File: src/rtl/prio_enc_pkg.sv
// Shared types, defaults and width helpers for the clocked priority encoder.
package prio_enc_pkg;

   typedef enum logic {
      IDLE    = 1'b0,
      LATCHED = 1'b1
   } state_t;

   // A one-bit minimum keeps degenerate (<=2) ranges representable.
   function automatic int unsigned clog2_safe(input int unsigned n);
      return (n <= 2) ? 1 : $clog2(n);
   endfunction

   localparam int unsigned N_IN_DEF       = 8;
   localparam int unsigned DEB_CYCLES_DEF = 4;
   localparam int unsigned DEB_CNT_W      = clog2_safe(DEB_CYCLES_DEF);

endpackage

File: src/rtl/sync_debounce.sv
// Multi-stage synchroniser followed by a whole-vector debouncer on the request lines.
module sync_debounce
   import prio_enc_pkg::*;
#(
   parameter int unsigned WIDTH       = 8,
   parameter int unsigned SYNC_STAGES = 2,
   parameter int unsigned DEB_CYCLES  = DEB_CYCLES_DEF
) (
   input  logic             clk,
   input  logic             rst,
   input  logic [WIDTH-1:0] din,
   output logic [WIDTH-1:0] dout
);

   localparam int unsigned      CNT_W    = clog2_safe(DEB_CYCLES);
   localparam logic [CNT_W-1:0] CNT_LAST = CNT_W'(DEB_CYCLES - 1);

   logic [SYNC_STAGES-1:0][WIDTH-1:0] sync_q;
   logic [WIDTH-1:0]                  s;
   logic [WIDTH-1:0]                  s_prev;
   logic [WIDTH-1:0]                  f;
   logic [CNT_W-1:0]                  cnt;
   logic [CNT_W-1:0]                  cnt_nxt;

   assign s    = sync_q[SYNC_STAGES-1];
   assign dout = f;

   // Counter value is "cycles s has held" minus one; f loads on the edge it hits the limit.
   always_comb begin
      cnt_nxt = cnt;
      if (s != s_prev) begin
         cnt_nxt = '0;
      end else if (cnt != CNT_LAST) begin
         cnt_nxt = cnt + 1'b1;
      end
   end

   always_ff @(posedge clk) begin
      if (rst) begin
         sync_q <= '1;
         s_prev <= '1;
         f      <= '1;
         cnt    <= '0;
      end else begin
         sync_q <= {sync_q[SYNC_STAGES-2:0], din};
         s_prev <= s;
         cnt    <= cnt_nxt;
         if (cnt_nxt == CNT_LAST) begin
            f <= s;
         end
      end
   end

endmodule

File: src/rtl/prio_encoder_latch.sv
// Debounced active-low priority encoder with live/latch modes, cascade enable and change pulse.
module prio_encoder_latch
   import prio_enc_pkg::*;
#(
   parameter int unsigned N_IN        = N_IN_DEF,
   parameter int unsigned W_OUT       = clog2_safe(N_IN),
   parameter int unsigned SYNC_STAGES = 2,
   parameter int unsigned DEB_CYCLES  = DEB_CYCLES_DEF
) (
   input  logic             clk,
   input  logic             rst,
   input  logic             n_en,
   input  logic [N_IN-1:0]  n_din,
   input  logic             mode,
   input  logic             clr,
   output logic [W_OUT-1:0] code,
   output logic             gs,
   output logic             eo,
   output logic             new_evt
);

   logic [N_IN-1:0]  f;
   logic [W_OUT-1:0] comb_idx;
   logic             comb_gs;
   state_t           state;
   state_t           state_n;
   logic [W_OUT-1:0] code_n;
   logic             gs_n;
   logic             eo_n;

   sync_debounce #(
      .WIDTH       (N_IN),
      .SYNC_STAGES (SYNC_STAGES),
      .DEB_CYCLES  (DEB_CYCLES)
   ) u_sync_debounce (
      .clk  (clk),
      .rst  (rst),
      .din  (n_din),
      .dout (f)
   );

   always_comb begin
      comb_idx = '0;
      for (int unsigned i = 0; i < N_IN; i++) begin
         if (!f[i]) begin
            comb_idx = W_OUT'(i);
         end
      end
      comb_gs = ~&f;
   end

   always_comb begin
      state_n = state;
      code_n  = code;
      gs_n    = gs;
      eo_n    = eo;
      if (n_en) begin
         state_n = IDLE;
         code_n  = '0;
         gs_n    = 1'b0;
         eo_n    = 1'b0;
      end else begin
         unique case (state)
            IDLE: begin
               code_n = comb_idx;
               gs_n   = comb_gs;
               eo_n   = ~comb_gs;
               if (mode && comb_gs) begin
                  state_n = LATCHED;
               end
            end
            LATCHED: begin
               // Outputs stay frozen through the release edge; IDLE re-encodes on the next one.
               eo_n = 1'b0;
               if (clr || !mode) begin
                  state_n = IDLE;
               end
            end
            default: state_n = IDLE;
         endcase
      end
   end

   always_ff @(posedge clk) begin
      if (rst) begin
         state   <= IDLE;
         code    <= '0;
         gs      <= 1'b0;
         eo      <= 1'b0;
         new_evt <= 1'b0;
      end else begin
         state   <= state_n;
         code    <= code_n;
         gs      <= gs_n;
         eo      <= eo_n;
         new_evt <= ({gs_n, code_n} != {gs, code});
      end
   end

endmodule
File: config.mk
export PLATFORM = sky130hd
export DESIGN_NAME = prio_encoder_latch
export DESIGN_NICKNAME = d
export VERILOG_FILES = /design/src/rtl/prio_enc_pkg.sv /design/src/rtl/sync_debounce.sv /design/src/rtl/prio_encoder_latch.sv
export SDC_FILE = /design/constraint.sdc
export NUM_CORES = 1
export LEC_CHECK = 0
export CORE_MARGIN = 2
export CORE_UTILIZATION = 45
export CTS_CLUSTER_DIAMETER = 30
export DETAILED_ROUTE_END_ITERATION = 12
export PLACE_DENSITY = 0.7
export SKIP_LAST_GASP = 1
export SLEW_MARGIN = 20
export SYNTH_ARGS = -nofsm -noshare
export SYNTH_HDL_FRONTEND = slang
export SYNTH_SLANG_ARGS = --single-unit
File: constraint.sdc
create_clock -name clk -period 3.6 [get_ports clk]
set_input_delay 0.72 -clock clk [delete_from_list [all_inputs] [get_ports clk]]
set_output_delay 0.72 -clock clk [all_outputs]
set_load 0.02 [all_outputs]
[Word-level counts from Yosys, hierarchy flattened]
Index checks and enable logic that the tools add are counted.
Storage, ports and cells
  bits in registers: 41
  input port bits: 13
  output and inout port bits: 6
  logic and storage cells: 39
Operators by class
  $add $sub $neg: 1
  equality and inequality tests: 4
  multiplexer cells: 17
  bitwise gates (word level): 1
  reductions and logical operators: 6
Operators by type and width (count)
  $mux 3: 7
  $ne 8x8->1: 1
  $reduce_and 8->1: 1
  $mux 2: 3
  $mux 1: 5
  $ne 4x4->1: 1
  $pmux 1 s2: 2
  $add 2x1->2 const B: 1
  $eq 2x2->1 const B: 1
  $logic_not 1->1: 2
  $ne 2x2->1 const B: 1
  $reduce_or 2->1: 1
  $logic_and 1x1->1: 1
  $logic_or 1x1->1: 1
  $not 1->1: 1

[Logic depth before layout (Yosys ltp)]
  depth in word-level cells: 10
  gate-level depth with buffers: 6
  gate-level depth less buffers: 5

[Modules after synthesis]
Synthesis repeated with hierarchy kept, for this count alone.
Second synthesis, totals
  cells, all modules: 151
  area total of the unflattened synthesis: 1496.4 µm²
By module, submodules not included
  sync_debounce: instances 1, cells each 102, area an instance 1098.6 µm², seq. area each 680.7 µm²
  prio_encoder_latch: instances 1, cells each 49, area an instance 397.9 µm², seq. area each 140.1 µm²

[Worst setup path after synthesis]
No wires, ideal clock.
  path type: input to register
  start point: input port n_en
  end point: register new_evt
  data arrival time: 1598 ps
  setup slack: 1888 ps
  stages: 4
  path buffers: 0
  cells stage by stage: nor2_1 mux2_2 or4b_1 a21o_1
On the way
  word-level cells in the longest chain between the ends: 2
  elaborated cells on any way between the ends: 3
  classes of those cells: eq/ne (1); mux (2)
RTL lines
  start: declaration: RTL line prio_encoder_latch.sv:12  | input logic n_en,
  $mux 3 / $mux 1 (equally long branches): RTL line prio_encoder_latch.sv:57  | if (n_en) begin
  $ne 4x4->1 (*): RTL line prio_encoder_latch.sv:96  | new_evt <= ({gs_n, code_n} != {gs, code});
  end signal: assignment: RTL line prio_encoder_latch.sv:96
  end: declaration: RTL line prio_encoder_latch.sv:19  | output logic new_evt
Every way passes the cells marked *; elsewhere a longest branch is shown, timed or not.
A chain may end at the register's enable or synchronous reset.

[Final worst setup path]
  start point: register gs
  end point: output port gs
RTL lines
  start: declaration: RTL line prio_encoder_latch.sv:17  | output logic gs,
  start signal: assignment: RTL line prio_encoder_latch.sv:94  | gs <= gs_n;
No word-level cell between the ends.

==> metrics.txt <==
status=complete, no violations; worst min path class=reg2reg; post-cts sizing count=0; Hold Vio Cnt, Final=0; Global Route met1 Usage=19.1%; Clock Path Buffers=2; RSZ-0062 raised after global routing=false; Placement Cell Area=1690 µm²; CP max stage delay=0.64 ns; CTS buffer count=5; Post-Route Skew=0.00424 ns; crit path cell chain=clkdlybuf4s50_1; cell family with most CP delay=buffers and inverters; starting density of the core=48.0%; leakage power=0.769 nW; RR Startpoint=u_sync_debounce.dout[6]; Die Y=61.5 µm; final worst setup slack=1.45 ns; share of cells above drive strength 1=20.6%; final WL=2530 µm; clock sinks=41; Worst slew margin=63.1%; min cycle time layout=2.15 ns; CP max-delay cell=clkdlybuf4s50_1; largest fanout on the critical path=6; first drt pass iteration count=4; cells on worst reg2reg path=5; clock transition at the registers of the reported paths=0.12 ns; Place WS=1.17 ns; GP Congestion=0.918; syn_area_per_cell=9.61 µm²; vias in the first global route=1,081; Buf+Inv Stages, Crit Path=1; Pwr per Cell Area=430 nW/µm²; Post-synth EDFFs=0; Worst Path Arrival=1.43 ns; CP Launch Type=flip-flop; met3 Use GR=7.35%; top post-synthesis cells by area=dfxtp_1, or2_2, nor2_1; Total GRT Usage=16.8%; grt total ovfl=0; maximum VDD drop=0.287 mV; hold path cells=1; post-DR wirelength/cell=11.5 µm; drt drc=0; Post-Syn Instances=155; postcts setup bufs=0; largest net degree at the start of global routing=40; kind of critical path=reg2out; #FFs+latches synth=41; vias per inst=4.89; hold_buf cts=0; max cap viols=0; antenna cells=0; cell area after synthesis=1490 µm²; Area Overhead vs Synth=17.1%; top-area cell type share of the netlist area=55.1%; Worst Hold Endpoint=u_sync_debounce.s[3]; root buffer cell=clkbuf_4; Fin Hold WS=0.422 ns; H-tree depth=2; design area=1740 µm²; placement row count=20; post-synthesis sequential area ratio=55.1%; Worst-Margin Slew=0.554 ns; via count=1,070; Final ANT Viol Nets=0; synth unique cells=29; Ports=19; TritonCTS clock tree=done; GR Util met2=26.9%; Tot Pwr=0.749 mW; Worst EP required=2.88 ns; Syn. warnings=0; Final HPWL DP=1790 µm; period utilization=59.7%; highest clock rate=465 MHz; endpoints failing setup=0; r2r endpoint=new_evt; pins over their slew limit=0; port buffer count=18; post-synthesis net count=168; nets@finish=187; count leader, synth=dfxtp_1; initial antenna violation count=0; async set-reset flop share out of synthesis=0%; Synth area leader=dfxtp_1; core area=3100 µm²; GRT Max-Usage Layer=met2; Iter 0 DRT Violations=51; top cells by count, synth=dfxtp_1, or2_2, nor2_1; Fin Setup TNS=0 ns; first-pass GRT wire length=4510 µm; Worst-Skew Late Latency=0.34 ns; Hold Crit Start=u_sync_debounce.sync_q[3]; internal reg-to-reg setup slack=1.79 ns; Chip Width=61.5 µm; Die ar.=3780 µm²; Worst setup EP type=output port; ys flop type=dfxtp_1
layout make-up:
class / count / area, µm²
Timing Repair Buffer: 18 / 175
Clock buffer: 5 / 37.5
Sequential cell: 41 / 821
Clock inverter: 3 / 17.5
Fill cell: 304 / 1360
Inverter: 11 / 41.3
Multi-Input combinational cell: 97 / 596
Tap cell: 44 / 55.1
layer usage:
metal  vias to the layer above  wire [µm]
li1                        546          -
met1                       487       1120
met2                        30       1210
met3                         7        148
met4                         0         42
met5                         -          0
sequential cells by signal (all words and copies together), names as in the netlist, 2 cells and up:
name and flops:
u_sync_debounce.s 8, u_sync_debounce.sync_q 8, u_sync_debounce.s_prev 8, code 3, u_sync_debounce.dout 8, u_sync_debounce.cnt 2
layout by cell type, fill, tap and decap left out, types with 2 or more instances in the layout:
| cell | n |
|---|---|
| clkbuf_4 | 5 |
| nand2b_1 | 2 |
| inv_1 | 11 |
| nor3_1 | 4 |
| a21oi_1 | 3 |
| a211o_1 | 8 |
| or2_2 | 24 |
| a31oi_1 | 2 |
| nor2_1 | 20 |
| dfxtp_1 | 41 |
| clkdlybuf4s50_1 | 17 |
| nand2_1 | 8 |
| clkinv_2 | 2 |
| xor2_1 | 8 |
| o21ai_0 | 4 |
logic make-up after synthesis:
group,count (synthesis),synth area share (%)
buffers and inverters,17,4.87
flip-flops,41,55.1
AND/OR/NAND/NOR,67,24.4
XOR/XNOR,8,4.71
multiplexers,1,0.756
AO/OA/AOI/OAI,21,10.2
worst max path at each step:
stage / start / endpoint / slack (ns) / cells past startpoint
2_1_floorplan: n_en / new_evt / 1.89 / 4
3_3_place_gp: n_en / new_evt / 1.19 / 5
3_5_place_dp: rst / gs / 1.17 / 4
4_1_cts: gs / gs / 1.44 / 1
5_1_grt: gs / gs / 1.37 / 1
6_report: gs / gs / 1.45 / 1
power breakdown:
part,switching [mW],internal (mW),total (mW)
Combinational,0.0250,0.0309,0.0559
Sequential,0.00765,0.468,0.476
Clock,0.144,0.0736,0.217
through the flow:
stage               util, %  cells
finish                 56.2    219
global placement       54.6    211
floorplan                 -    155
global route           56.2    219
CTS                    56.3    219
detailed placement     54.6    211
(Power assumes the default switching activity.)
